--- src/rtl/avalon_upsizer_pkg.sv ---
// Shared constants and sizing helpers for the pipelined Avalon-MM width upsizer.
// Imported by avalon_bus_upsizer_pipe and upsizer_lane_fifo.
package avalon_upsizer_pkg;

  localparam int DEF_SLV_DW   = 128;
  localparam int DEF_RATIO    = 4;
  localparam int DEF_MAX_PEND = 8;

  // Ceiling log2, usable in constant expressions.
  function automatic int clog2(input int value);
    int r;
    r = 0;
    for (int i = 0; i < 31; i++) begin
      if ((1 << i) < value) r = i + 1;
    end
    return r;
  endfunction

  // Width of a lane index; never narrower than one bit.
  function automatic int lane_w(input int ratio);
    return (ratio < 2) ? 1 : clog2(ratio);
  endfunction

endpackage

--- src/rtl/upsizer_lane_fifo.sv ---
// Lane-select FIFO: remembers which narrow lane each outstanding read targets.
// Popping while empty is harmless: pointers hold and the head reads as lane 0.
module upsizer_lane_fifo
  import avalon_upsizer_pkg::*;
#(
  parameter  int WIDTH = 2,
  parameter  int DEPTH = 8,
  localparam int PW    = clog2(DEPTH),
  localparam int CW    = PW + 1
) (
  input  logic             clk,
  input  logic             rst,
  input  logic             push_i,
  input  logic [WIDTH-1:0] din_i,
  input  logic             pop_i,
  output logic [WIDTH-1:0] dout_o,
  output logic [CW-1:0]    count_o,
  output logic             full_o,
  output logic             empty_o
);

  logic [WIDTH-1:0] mem_q [DEPTH];
  logic [PW-1:0]    wr_ptr_q, wr_ptr_d;
  logic [PW-1:0]    rd_ptr_q, rd_ptr_d;
  logic [CW-1:0]    count_q, count_d;
  logic             do_push;
  logic             do_pop;

  assign full_o  = (count_q == CW'(DEPTH));
  assign empty_o = (count_q == '0);
  assign do_push = push_i & ~full_o;
  assign do_pop  = pop_i & ~empty_o;
  assign count_o = count_q;
  assign dout_o  = empty_o ? '0 : mem_q[rd_ptr_q];

  // NOTE: every always_comb output gets a default first, so no path leaves it unassigned (no latch).
  always_comb begin
    wr_ptr_d = wr_ptr_q;
    rd_ptr_d = rd_ptr_q;
    count_d  = count_q;
    if (do_push) wr_ptr_d = wr_ptr_q + PW'(1);
    if (do_pop)  rd_ptr_d = rd_ptr_q + PW'(1);
    // The count is tracked separately: equal pointers alone cannot tell full from empty.
    case ({do_push, do_pop})
      2'b10:   count_d = count_q + CW'(1);
      2'b01:   count_d = count_q - CW'(1);
      default: count_d = count_q;
    endcase
  end

  // NOTE: sequential state uses non-blocking assignments so every flop samples pre-edge values.
  always_ff @(posedge clk or posedge rst) begin
    if (rst) begin
      wr_ptr_q <= '0;
      rd_ptr_q <= '0;
      count_q  <= '0;
    end else begin
      wr_ptr_q <= wr_ptr_d;
      rd_ptr_q <= rd_ptr_d;
      count_q  <= count_d;
    end
  end

  // NOTE: storage has no reset; entries are only visible after a push, and empty forces lane 0.
  always_ff @(posedge clk) begin
    if (do_push) mem_q[wr_ptr_q] <= din_i;
  end

endmodule

--- src/rtl/avalon_bus_upsizer_pipe.sv ---
// Pipelined Avalon-MM width upsizer: narrow slave port to a RATIO-times wider master port.
// Define UPSIZER_RDREG_EN to register the read-return path (+1 cycle latency).
module avalon_bus_upsizer_pipe
  import avalon_upsizer_pkg::*;
#(
  parameter  int SLV_DW   = DEF_SLV_DW,
  parameter  int RATIO    = DEF_RATIO,
  parameter  int SLV_AW   = 15,
  parameter  int MST_AW   = 64,
  parameter  int MAX_PEND = DEF_MAX_PEND,
  localparam int LW       = lane_w(RATIO),
  localparam int MST_DW   = RATIO * SLV_DW,
  localparam int SLV_BW   = SLV_DW / 8,
  localparam int MST_BW   = MST_DW / 8,
  localparam int CW       = clog2(MAX_PEND) + 1
) (
  input  logic              clk,
  input  logic              rst,
  input  logic [SLV_AW-1:0] SlaveAddr_i,
  input  logic              SlaveRead_i,
  input  logic              SlaveWrite_i,
  input  logic [SLV_BW-1:0] SlaveByteEnable_i,
  input  logic [SLV_DW-1:0] SlaveWriteData_i,
  output logic [SLV_DW-1:0] SlaveReadData_o,
  output logic              SlaveReadDataValid_o,
  output logic              SlaveWaitReq_o,
  output logic [MST_AW-1:0] MasterAddr_o,
  output logic              MasterRead_o,
  output logic              MasterWrite_o,
  output logic [MST_BW-1:0] MasterByteEnable_o,
  output logic [MST_DW-1:0] MasterWriteData_o,
  input  logic [MST_DW-1:0] MasterReadData_i,
  input  logic              MasterReadDataValid_i,
  input  logic              MasterWaitReq_i,
  output logic [CW-1:0]     PendCount_o,
  output logic              ErrUnderflow_o
);

  logic [LW-1:0]     lane;
  logic [LW-1:0]     pop_lane;
  logic              fifo_full;
  logic              fifo_empty;
  logic              push;
  logic [SLV_DW-1:0] ret_data;
  logic              err_q, err_d;

  // ---------------- request path (combinational) ----------------
  assign lane              = SlaveAddr_i[LW-1:0];
  assign MasterAddr_o      = MST_AW'(SlaveAddr_i >> LW);
  assign MasterWriteData_o = {RATIO{SlaveWriteData_i}};

  always_comb begin
    MasterByteEnable_o = '0;
    for (int k = 0; k < RATIO; k++) begin
      if (lane == LW'(k)) MasterByteEnable_o[k*SLV_BW +: SLV_BW] = SlaveByteEnable_i;
    end
  end

  // A full tracker stalls new reads; writes are never tracked and never stalled by it.
  assign MasterRead_o   = SlaveRead_i & ~fifo_full;
  assign MasterWrite_o  = SlaveWrite_i & ~SlaveRead_i;
  assign SlaveWaitReq_o = MasterWaitReq_i | (SlaveRead_i & fifo_full);
  assign push           = MasterRead_o & ~MasterWaitReq_i;

  upsizer_lane_fifo #(
    .WIDTH (LW),
    .DEPTH (MAX_PEND)
  ) u_lane_fifo (
    .clk     (clk),
    .rst     (rst),
    .push_i  (push),
    .din_i   (lane),
    .pop_i   (MasterReadDataValid_i),
    .dout_o  (pop_lane),
    .count_o (PendCount_o),
    .full_o  (fifo_full),
    .empty_o (fifo_empty)
  );

  // ---------------- read return ----------------
  always_comb begin
    ret_data = '0;
    for (int k = 0; k < RATIO; k++) begin
      if (pop_lane == LW'(k)) ret_data = MasterReadData_i[k*SLV_DW +: SLV_DW];
    end
  end

  // Sticky until reset: a beat arrived that no outstanding read accounts for.
  assign err_d = err_q | (MasterReadDataValid_i & fifo_empty);

  always_ff @(posedge clk or posedge rst) begin
    if (rst) err_q <= 1'b0;
    else     err_q <= err_d;
  end

  assign ErrUnderflow_o = err_q;

`ifdef UPSIZER_RDREG_EN
  logic              rd_valid_q, rd_valid_d;
  logic [SLV_DW-1:0] rd_data_q, rd_data_d;

  always_comb begin
    rd_valid_d = MasterReadDataValid_i;
    rd_data_d  = MasterReadDataValid_i ? ret_data : rd_data_q;
  end

  always_ff @(posedge clk or posedge rst) begin
    if (rst) begin
      rd_valid_q <= 1'b0;
      rd_data_q  <= '0;
    end else begin
      rd_valid_q <= rd_valid_d;
      rd_data_q  <= rd_data_d;
    end
  end

  assign SlaveReadDataValid_o = rd_valid_q;
  assign SlaveReadData_o      = rd_data_q;
`else
  assign SlaveReadDataValid_o = MasterReadDataValid_i;
  assign SlaveReadData_o      = ret_data;
`endif

endmodule

--- config.mk ---
export PLATFORM = sky130hd
export DESIGN_NAME = avalon_bus_upsizer_pipe
export DESIGN_NICKNAME = d
export VERILOG_FILES = /design/src/rtl/avalon_upsizer_pkg.sv /design/src/rtl/upsizer_lane_fifo.sv /design/src/rtl/avalon_bus_upsizer_pipe.sv
export SDC_FILE = /design/constraint.sdc
export NUM_CORES = 1
export LEC_CHECK = 0
export ABC_AREA = 1
export CAP_MARGIN = 10
export CORE_AREA = 2 2 565 567
export CTS_CLUSTER_SIZE = 24
export DETAILED_ROUTE_END_ITERATION = 8
export DIE_AREA = 0 0 567 569
export PLACE_DENSITY = 0.3
export SETUP_SLACK_MARGIN = 0.15
export SYNTH_ARGS = -nofsm -noshare
export SYNTH_HDL_FRONTEND = slang
export SYNTH_HIERARCHICAL = 1
export SYNTH_SLANG_ARGS = --single-unit
export TNS_END_PERCENT = 5
--- constraint.sdc ---
create_clock -name clk -period 3.2 [get_ports clk]
set_input_delay 0.32 -clock clk [delete_from_list [all_inputs] [get_ports clk]]
set_output_delay 0.32 -clock clk [all_outputs]
set_load 0.01 [all_outputs]
==> out/results.ini <==
[run_status]
status=finished with violations
violations=negative setup slack

[floorplan]
rows=207
core_area_um2=317000
fp.dieH_um=569
io_pins=1454
start_util_pct=3.09
die_area_um2=323000
die_w_um=567

[synthesis]
synth_top_family_by_area=buffers and inverters
synth_compound_area_share_pct=1.10
yosys_warnings=6
ys_async_sr_fraction_pct=40.7
syn_area_um2=9780
synthAdderAreaFrac_pct=0.640
synth_edf_count=16
ys_types=28
synth_flop_cell=edfxtp_1
syn_area_per_cell_um2=6.32
yosysSeqAreaShare_pct=7.73
synth_cells=1548
synthMuxAreaShare_pct=0
synth-seq-cells=27
synth-xor-area-share_pct=0.538
synth-simple-area-share_pct=38.3

[sta]
fmax_ghz=0.305
holdWs_ns=0.220
tightestPinTransition_ns=0.637
relSlewSlack_pct=57.4
fin_ws_ns=-0.0735
skew_ns=0.00426
fin_tns_setup_ns=-0.152
fin_crit_sh_pct=102
finalHoldViolations=0
rsz0062_at_grt=yes
setup_violations=4
finalCriticalPeriod_ns=3.27
slew_viol_final=0

[cts]
cts_max_level=1
clockBufferDepth=2
insertion_delay_ns=0.26
cts_root_buf=clkbuf_16
cts_tree=yes
ctsHoldBuffers=0
cts_buffers=3
clk_pin_slew_ns=0.07
cts_sinks=27

[power]
power.leakage_nw=6.52
powerDensity_nw_per_um2=1510
ir_drop_mv=0.782

[finish]
syn_to_final_growth_pct=107
fill_cells=37300
drive_gt1_share_pct=14.6
fin_nets=2464
final_util_pct=6.38

[grt]
grt_overflow=0
grt_first_pass_wirelength_um=175000
antenna_found_initial=38
grt_use_total_pct=8.70
grt_pass1_vias=11900
grt_start_max_net_pins=93

[routing]
vias=11800
via_per_inst=1.98
route.detailed.drc=0
drt_iter0_drc=644
wl_per_cell_um=25.5
antenna_left=0
wl_um=152000
dr.pass1.iters=5

[critical_path]
critical_path_class=register to output pin
crit_fanout=6
crit_arrival_ns=2.95
cp-end-kind=output pin
cp.required_ns=2.88
start_kind=register

[placed_design]
placement.io_buffers=736
dpl.hpwl_um=134000
gp_congestion=0.945

[hold_path]
hold_class=input port to asynchronous set/reset pin

[flow_run]
cap_viol_max_count=0

-- worst paths after layout --
path	slack, ns	from	depth (start not counted)	endpoint
min in group clk	0.47	ErrUnderflow_o	1	ErrUnderflow_o
max reg2reg	0.89	u_lane_fifo/count_o[2]	12	u_lane_fifo/count_o[2]
min	0.22	rst	2	ErrUnderflow_o
max	-0.07	u_lane_fifo/rd_ptr_q[0]	16	SlaveReadData_o[88]
max in group asynchronous	2.45	rst	2	u_lane_fifo/rd_ptr_q[0]
min reg2reg	0.47	ErrUnderflow_o	1	ErrUnderflow_o
-- worst max-delay path: stages, from the launching register on --
cell     delay, ns
dfrtp_2       0.45
buf_6         0.14
o21ai_2       0.15
o22ai_2       0.09
nor2_2        0.15
nor2_4        0.06
buf_12        0.15
buf_6         0.12
nor2_4        0.19
buf_12        0.19
buf_12        0.16
buf_8         0.13
buf_4         0.11
nand2_2       0.04
nand4_1       0.19
buf_4         0.18
buf_12        0.13
-- cells in the mapped netlist, types with 3 or more instances --
| master | instances | area [um^2] |
|---|---|---|
| buf_4 | 585 | 4390 |
| nand3_1 | 387 | 1940 |
| nand2_1 | 157 | 589 |
| nand4_1 | 128 | 801 |
| buf_2 | 89 | 445 |
| nor2_1 | 85 | 319 |
| inv_1 | 33 | 124 |
| edfxtp_1 | 16 | 480 |
| o21ai_0 | 12 | 60.1 |
| dfrtp_1 | 11 | 275 |
| nor2_2 | 6 | 37.5 |
| buf_6 | 5 | 56.3 |
| ha_1 | 5 | 62.6 |
| inv_2 | 5 | 18.8 |
| clkbuf_1 | 3 | 11.3 |
| xnor2_1 | 3 | 26.3 |
| xor2_1 | 3 | 26.3 |
-- sequential cells by signal, summed over array words and instances, names as in the netlist --
signal                cells
ErrUnderflow_o            1
u_lane_fifo/count_o       4
u_lane_fifo/mem_q        16
u_lane_fifo/rd_ptr_q      3
u_lane_fifo/wr_ptr_q      3
-- metrics by stage --
stage	total power, mW	area [um^2]	instances	setup slack (ns)
final	30.6	20200	5968	-0.0735
after global routing	33.6	20200	5966	-0.162
after CTS	30.8	19700	5937	-0.0611
after detailed placement	28.4	19100	5911	0.0719
after global placement	28.5	19100	5911	0.0421
after floorplan	9.29	9960	1598	1.08
-- cell families after synthesis --
group,count (synthesis)
other,1
flip-flops,27
XOR/XNOR,6
buffers and inverters,720
AO/OA/AOI/OAI,19
adder cells (fa/ha/maj),5
AND/OR/NAND/NOR,770
-- per-layer routing --
layer	up-vias	part of all wire (%)	GRT usage [%]
met1	5274	26	6.39
met3	245	25	10.3
li1	5061	-	-
met5	-	0.089	0.223
met2	1251	45	14.2
met4	14	3.4	2.11
-- where the power goes --
group	leakage, nW	switching (mW)	internal, mW
sequential	0.271	0.0911	0.459
combinational	6.21	17.6	12.2
clock	0.0382	0.113	0.170
-- layout make-up --
class / instances / area, um^2 / area share [%]
antenna: 7 / 17.5 / 0.0867
clock buffer: 4 / 78.8 / 0.390
multi-input combinational: 851 / 4230 / 20.9
inverter: 38 / 169 / 0.836
timing repair buffer: 861 / 9730 / 48.1
sequential: 27 / 758 / 3.75
tap: 4180 / 5230 / 25.9
-- timing repair --
action	in CTS	in global routing
pin swaps	24	27
setup endpoints to repair	107	118
setup buffers	14	18
cloned	8	7
gates resized for setup	39	87
-- placed cells by master, fill, tap and decap left out, types with 11 or more instances in the layout --
| master | n |
|---|---|
| clkdlybuf4s50_1 | 615 |
| nand3_1 | 380 |
| nand2_1 | 155 |
| nand4_1 | 128 |
| buf_12 | 84 |
| buf_4 | 83 |
| nor2_1 | 82 |
| conb_1 | 51 |
| inv_1 | 32 |
| buf_6 | 24 |
| dlymetal6s2s_1 | 22 |
| edfxtp_1 | 16 |
| buf_16 | 13 |
| clkbuf_16 | 11 |
(Power assumes the default switching activity.)
==> variant 1 (same settings) <==
Set the package constant `DEF_MAX_PEND` to 4 (it was 8).
--- a/src/rtl/avalon_upsizer_pkg.sv
+++ b/src/rtl/avalon_upsizer_pkg.sv
@@ -4,7 +4,7 @@
 
   localparam int DEF_SLV_DW   = 128;
   localparam int DEF_RATIO    = 4;
-  localparam int DEF_MAX_PEND = 8;
+  localparam int DEF_MAX_PEND = 4;
 
   // Ceiling log2, usable in constant expressions.
   function automatic int clog2(input int value);
Ports: changed (resized PendCount_o); port bits go from 1454 to 1453. The function was not compared with the original's and may differ.
==> variant 1 against the unedited design <==
- sequential cell count fell by 11
- final cell count fell by 1.6%
- total power fell by 29%
- area after synthesis fell by 4.5%
- synthesized cell count fell by 2.4%
- via count fell by 3.9%
- clock skew fell by 0.0032 ns
- routed wire length rose by 4.7%
- worst setup slack improved by 0.24 ns
- cell area fell by 7.9%
- register-to-register slack improved by 0.02 ns
- critical endpoint is now SlaveReadData_o[57]
- highest routed layer unchanged
==> variant 1: results (changes against the unedited design) <==
{
  "status": {
    "outcome": "completed"
  },
  "cts": {
    "clk_pin_slew_worst_paths": {"value": 0.05, "unit": "ns", "change": "-0.02 ns"},
    "post-cts-setup-buffers": {"value": 12, "change": "-2"},
    "number_of_gates_given_a_new_drive_strength_after_cts": {"value": 16, "change": "-59%"},
    "clock_insertion_delay_at_the_later_pin_of_the_skew_report": {"value": 0.24, "unit": "ns", "change": "-0.02 ns"}
  },
  "logic_synthesis": {
    "async_flop_share": {"value": 50.0, "unit": "%", "change": "+9.3 points"},
    "yosys.area_share.xor_xnor": {"value": 0.188, "unit": "%", "change": "-0.35 points"},
    "synth_common_cells": "sky130_fd_sc_hd__buf_4, sky130_fd_sc_hd__nand3_1, sky130_fd_sc_hd__nand2_1, sky130_fd_sc_hd__nand4_1, sky130_fd_sc_hd__buf_2",
    "synth_top_family_by_area": "buffers and inverters",
    "cell_types_with_the_largest_area_share_after_synthesis": "sky130_fd_sc_hd__buf_4, sky130_fd_sc_hd__nand3_1, sky130_fd_sc_hd__nand4_1",
    "synth-compound-area-share": {"value": 0.415, "unit": "%", "change": "-0.69 points"},
    "number_of_synthesized_flops_with_an_enable_pin": {"value": 8, "change": "-8"},
    "synth_cell_types": {"value": 27, "change": "-3.6%"},
    "synth-seq-area-share": {"value": 4.72, "unit": "%", "change": "-3.0 points"},
    "yosys_warnings": {"value": 6, "change": "unchanged"}
  },
  "timing": {
    "finClkSkew": {"value": 0.00108, "unit": "ns", "change": "-0.00318 ns"}
  },
  "detailed_routing": {
    "routedWlPerCell": {"value": 27.2, "unit": "microns", "change": "+6.5%"},
    "drt_first_iter_violations": {"value": 689, "change": "+7.0%"},
    "vias": {"value": 11382, "change": "-3.9%"}
  },
  "setup_path": {
    "rr_startpoint": "u_lane_fifo/count_o[0]$_DFFE_PP0P_",
    "worst-path-max-fanout": {"value": 24, "change": "+18"},
    "max_stage_delay": {"value": 0.59, "unit": "ns", "change": "+0.14 ns"},
    "critical-path-top-delay-family": "buffers and inverters",
    "endpoint": "SlaveReadData_o[57]",
    "critical_path.slowest_cell": "sky130_fd_sc_hd__clkdlybuf4s50_1"
  },
  "power": {
    "power.ir.vdd_worst": {"value": 0.446, "unit": "mV", "change": "-43%"},
    "cellLeakagePower": {"value": 0.00562, "unit": "uW", "change": "-14%"}
  },
  "cells_and_area": {
    "layout_cell_share_with_drive_strength_beyond_1": {"value": 11.2, "unit": "%", "change": "-3.4 points"},
    "nets": {"value": 2367, "change": "-3.9%"},
    "fill_cells": {"value": 37469, "change": "+0.40%"}
  },
  "placed_design": {
    "placement.io_buffers": {"value": 735, "change": "-0.14%"},
    "placed_cell_area": {"value": 18300, "unit": "sq um", "change": "-4.2%"},
    "gpl.final_weighted_congestion": {"value": 0.951, "change": "+0.65%"}
  },
  "global_route": {
    "via_count_of_the_first_global_routing_pass": {"value": 11699, "change": "-1.5%"},
    "grt_max_degree": {"value": 70, "change": "-25%"},
    "antenna_found_initial": {"value": 42, "change": "+11%"}
  },
  "worst_hold_path": {
    "hold_path.class": "in -> async"
  }
}
==> variant 1: layer usage <==
layer,vias to the layer above,track usage (%),wire length [microns]
met2,1340,16.4,77400
met5,-,0,47
met4,8,2.10,4630
li1,4777,-,-
met1,5075,6.44,37700
met3,182,10.6,39700
==> variant 1: layout make-up <==
type,instances,share of cell area [%]
Tap cell,4180,28.1
Clock inverter,1,0.0202
Inverter,49,1.08
Multi-Input combinational cell,814,21.6
Antenna cell,8,0.108
Sequential cell,16,2.37
Clock buffer,3,0.403
Timing Repair Buffer,800,46.3
==> variant 1: worst min path at each step <==
stage,from,end,slack (ns),depth (start not counted)
2_1_floorplan,rst,ErrUnderflow_o$_DFF_PP0_,0.05,1
3_3_place_gp,ErrUnderflow_o$_DFF_PP0_,ErrUnderflow_o$_DFF_PP0_,0.48,1
3_5_place_dp,ErrUnderflow_o$_DFF_PP0_,ErrUnderflow_o$_DFF_PP0_,0.47,1
4_1_cts,rst,ErrUnderflow_o$_DFF_PP0_,0.32,2
5_1_grt,rst,ErrUnderflow_o$_DFF_PP0_,0.30,2
6_report,rst,ErrUnderflow_o$_DFF_PP0_,0.30,2
==> variant 1: through the flow <==
stage	std cells	hold slack [ns]	utilization (%)	power, uW	setup WS (ns)
finish	5871	0.299	5.88	21700	0.166
global placement	5845	0.476	5.77	22400	0.0914
floorplan	1561	0.0487	-	7510	1.12
detailed placement	5845	0.471	5.77	22400	0.125
CTS	5863	0.315	5.87	23400	0.0907
global route	5870	0.302	5.88	24100	0.0227
==> variant 1: report_power, final <==
part	internal, uW	leakage (uW)	switching [uW]
clock	166	0.0000386	77.7
combinational	7860	0.00541	13200
sequential	279	0.000166	57.5
total	8310	0.00562	13300
==> variant 2 (same settings) <==
Made on the original files. Compare `count_q` against `CW'(DEPTH)` with >= in place of ==.
--- a/src/rtl/upsizer_lane_fifo.sv
+++ b/src/rtl/upsizer_lane_fifo.sv
@@ -26,7 +26,7 @@
   logic             do_push;
   logic             do_pop;
 
-  assign full_o  = (count_q == CW'(DEPTH));
+  assign full_o  = (count_q >= CW'(DEPTH));
   assign empty_o = (count_q == '0);
   assign do_push = push_i & ~full_o;
   assign do_pop  = pop_i & ~empty_o;
Check against the original RTL: same outputs for any inputs over 4 cycles, from zero or initial values and one cycle with rst high; that may be too few to reach the edited logic, so the function may still have changed.
==> variant 2 against the unedited design <==
- the run still ends with negative setup slack left
- area after synthesis increased by 0.10%
- routed wire length increased by 3.5%
- sequential cell count unchanged
- register-to-register slack improved by 0.03 ns
- cell area increased by 0.92%
- total power increased by 2.7%
- worst setup slack improved by 0.055 ns
- critical path depth decreased by 3
- critical path type unchanged
- largest cell class unchanged
==> variant 2: results (changes against the unedited design) <==
{
  "timing": {
    "finalSetupViolations": {"value": 4, "change": "unchanged"},
    "timing.slew.headroom": {"value": 58.9, "unit": "%", "change": "+1.5 points"},
    "hold_ws": {"value": 0.306, "unit": "ns", "change": "+0.0864 ns"},
    "finClkSkew": {"value": 0.00268, "unit": "ns", "change": "-0.00157 ns"},
    "layout_setup_ws": {"value": -0.0189, "unit": "ns", "change": "+0.0546 ns"}
  },
  "placed_design": {
    "placedCellCount": {"value": 5915, "change": "+0.068%"},
    "gpl.final_weighted_congestion": {"value": 0.926, "change": "-2.0%"},
    "hpwl": {"value": 144000, "unit": "microns", "change": "+7.5%"}
  },
  "setup_path": {
    "endpoint": "SlaveReadData_o[62]",
    "timing.critical_path.arrival": {"value": 2.90, "unit": "ns", "change": "-0.05 ns"},
    "regToRegSetupSlack": {"value": 0.92, "unit": "ns", "change": "+0.03 ns"},
    "rr_startpoint": "u_lane_fifo/count_o[3]$_DFFE_PP0P_"
  },
  "power": {
    "cellLeakagePower": {"value": 0.00645, "unit": "uW", "change": "-1.1%"},
    "power.ir.vdd_worst": {"value": 0.739, "unit": "mV", "change": "-5.5%"},
    "internal-power": {"value": 13200, "unit": "uW", "change": "+3.2%"}
  },
  "detailed_routing": {
    "routedWlPerCell": {"value": 26.5, "unit": "microns", "change": "+3.7%"},
    "vias": {"value": 11931, "change": "+0.73%"},
    "drt_first_pass_iters": {"value": 7, "change": "+2"},
    "drt_first_iter_violations": {"value": 686, "change": "+6.5%"}
  },
  "cells_and_area": {
    "nets": {"value": 2451, "change": "-0.53%"},
    "finish.cell_count_without_fillers": {"value": 5957, "change": "-0.18%"}
  },
  "global_route": {
    "grt_use_total": {"value": 9.14, "unit": "%", "change": "+0.44 points"},
    "antenna_found_initial": {"value": 50, "change": "+32%"}
  },
  "status": {
    "failed_checks": "negative setup slack",
    "outcome": "finished with violations"
  },
  "logic_synthesis": {
    "synth-seq-area-share": {"value": 7.72, "unit": "%", "change": "-0.0079 points"},
    "synth_common_cells": "sky130_fd_sc_hd__buf_4, sky130_fd_sc_hd__nand3_1, sky130_fd_sc_hd__nand2_1, sky130_fd_sc_hd__nand4_1, sky130_fd_sc_hd__nor2_1"
  }
}
## variant 2: cell count changes in the layout (fill, tap and decap cells not counted), sizes merged, moves of 4 or more
cell	change
clkbuf	-9
clkdlybuf4s50	+7
dlygate4sd2	+4
dlymetal6s2s	-12
## variant 2: cell families after synthesis
group,Yosys count,share of synthesized area [%]
AO/OA/AOI/OAI,19,1.10
buffers and inverters,720,51.7
other,1,0.0383
XOR/XNOR,6,0.614
adder cells (fa/ha/maj),5,0.639
flip-flops,27,7.72
AND/OR/NAND/NOR,769,38.2
## variant 2: metal layers
layer / vias to the layer above / routed length [microns] / global-route usage, %
met3: 264 / 38300 / 10.2
met1: 5339 / 38900 / 6.54
li1: 5031 / - / -
met5: - / 297 / 0.476
met4: 20 / 5020 / 2.09
met2: 1277 / 75200 / 15.7
## variant 2: power by group through the flow
| stage | Clock [uW] | Combinational [uW] | Sequential [uW] |
|---|---|---|---|
| floorplan | 0 | 8750 | 538 |
| global placement | 0 | 30900 | 548 |
| detailed placement | 0 | 30700 | 547 |
| CTS | 308 | 31900 | 541 |
| global route | 321 | 34000 | 558 |
| finish | 294 | 30600 | 544 |
## variant 2: stage by stage
stage / area, sq um / worst slack, ns
global placement: 19500 / -0.200
CTS: 19900 / -0.169
floorplan: 9970 / 1.20
detailed placement: 19500 / -0.152
finish: 20400 / -0.0189
global route: 20400 / -0.191
## variant 2: timing repair
action	in CTS	in global routing
pin swaps	21	60
buffers inserted	12	12
gates resized for setup	65	82
setup endpoints to repair	128	117
cloned	3	2
hold buffers	0	0
## variant 2: critical path: stages (launching register included)
cell and delay [ns]:
sky130_fd_sc_hd__dfrtp_2 0.44, sky130_fd_sc_hd__buf_6 0.13, sky130_fd_sc_hd__nor2_4 0.03, sky130_fd_sc_hd__nor2_2 0.10, sky130_fd_sc_hd__o21ai_1 0.07, sky130_fd_sc_hd__o211ai_1 0.09, sky130_fd_sc_hd__nand2_2 0.11, sky130_fd_sc_hd__nor2_4 0.14
sky130_fd_sc_hd__buf_12 0.17, sky130_fd_sc_hd__buf_12 0.21, sky130_fd_sc_hd__buf_6 0.20, sky130_fd_sc_hd__nand3_1 0.08, sky130_fd_sc_hd__nand4_1 0.21, sky130_fd_sc_hd__clkdlybuf4s50_1 0.59
## variant 2: final cells by class
| cell class | instances | share of cell area [%] |
|---|---|---|
| timing repair buffer | 850 | 47.8 |
| tap | 4180 | 25.6 |
| clock buffer | 3 | 0.368 |
| multi-input combinational | 850 | 21.5 |
| sequential | 27 | 3.72 |
| antenna | 9 | 0.110 |
| clock inverter | 1 | 0.0429 |
| inverter | 37 | 0.908 |
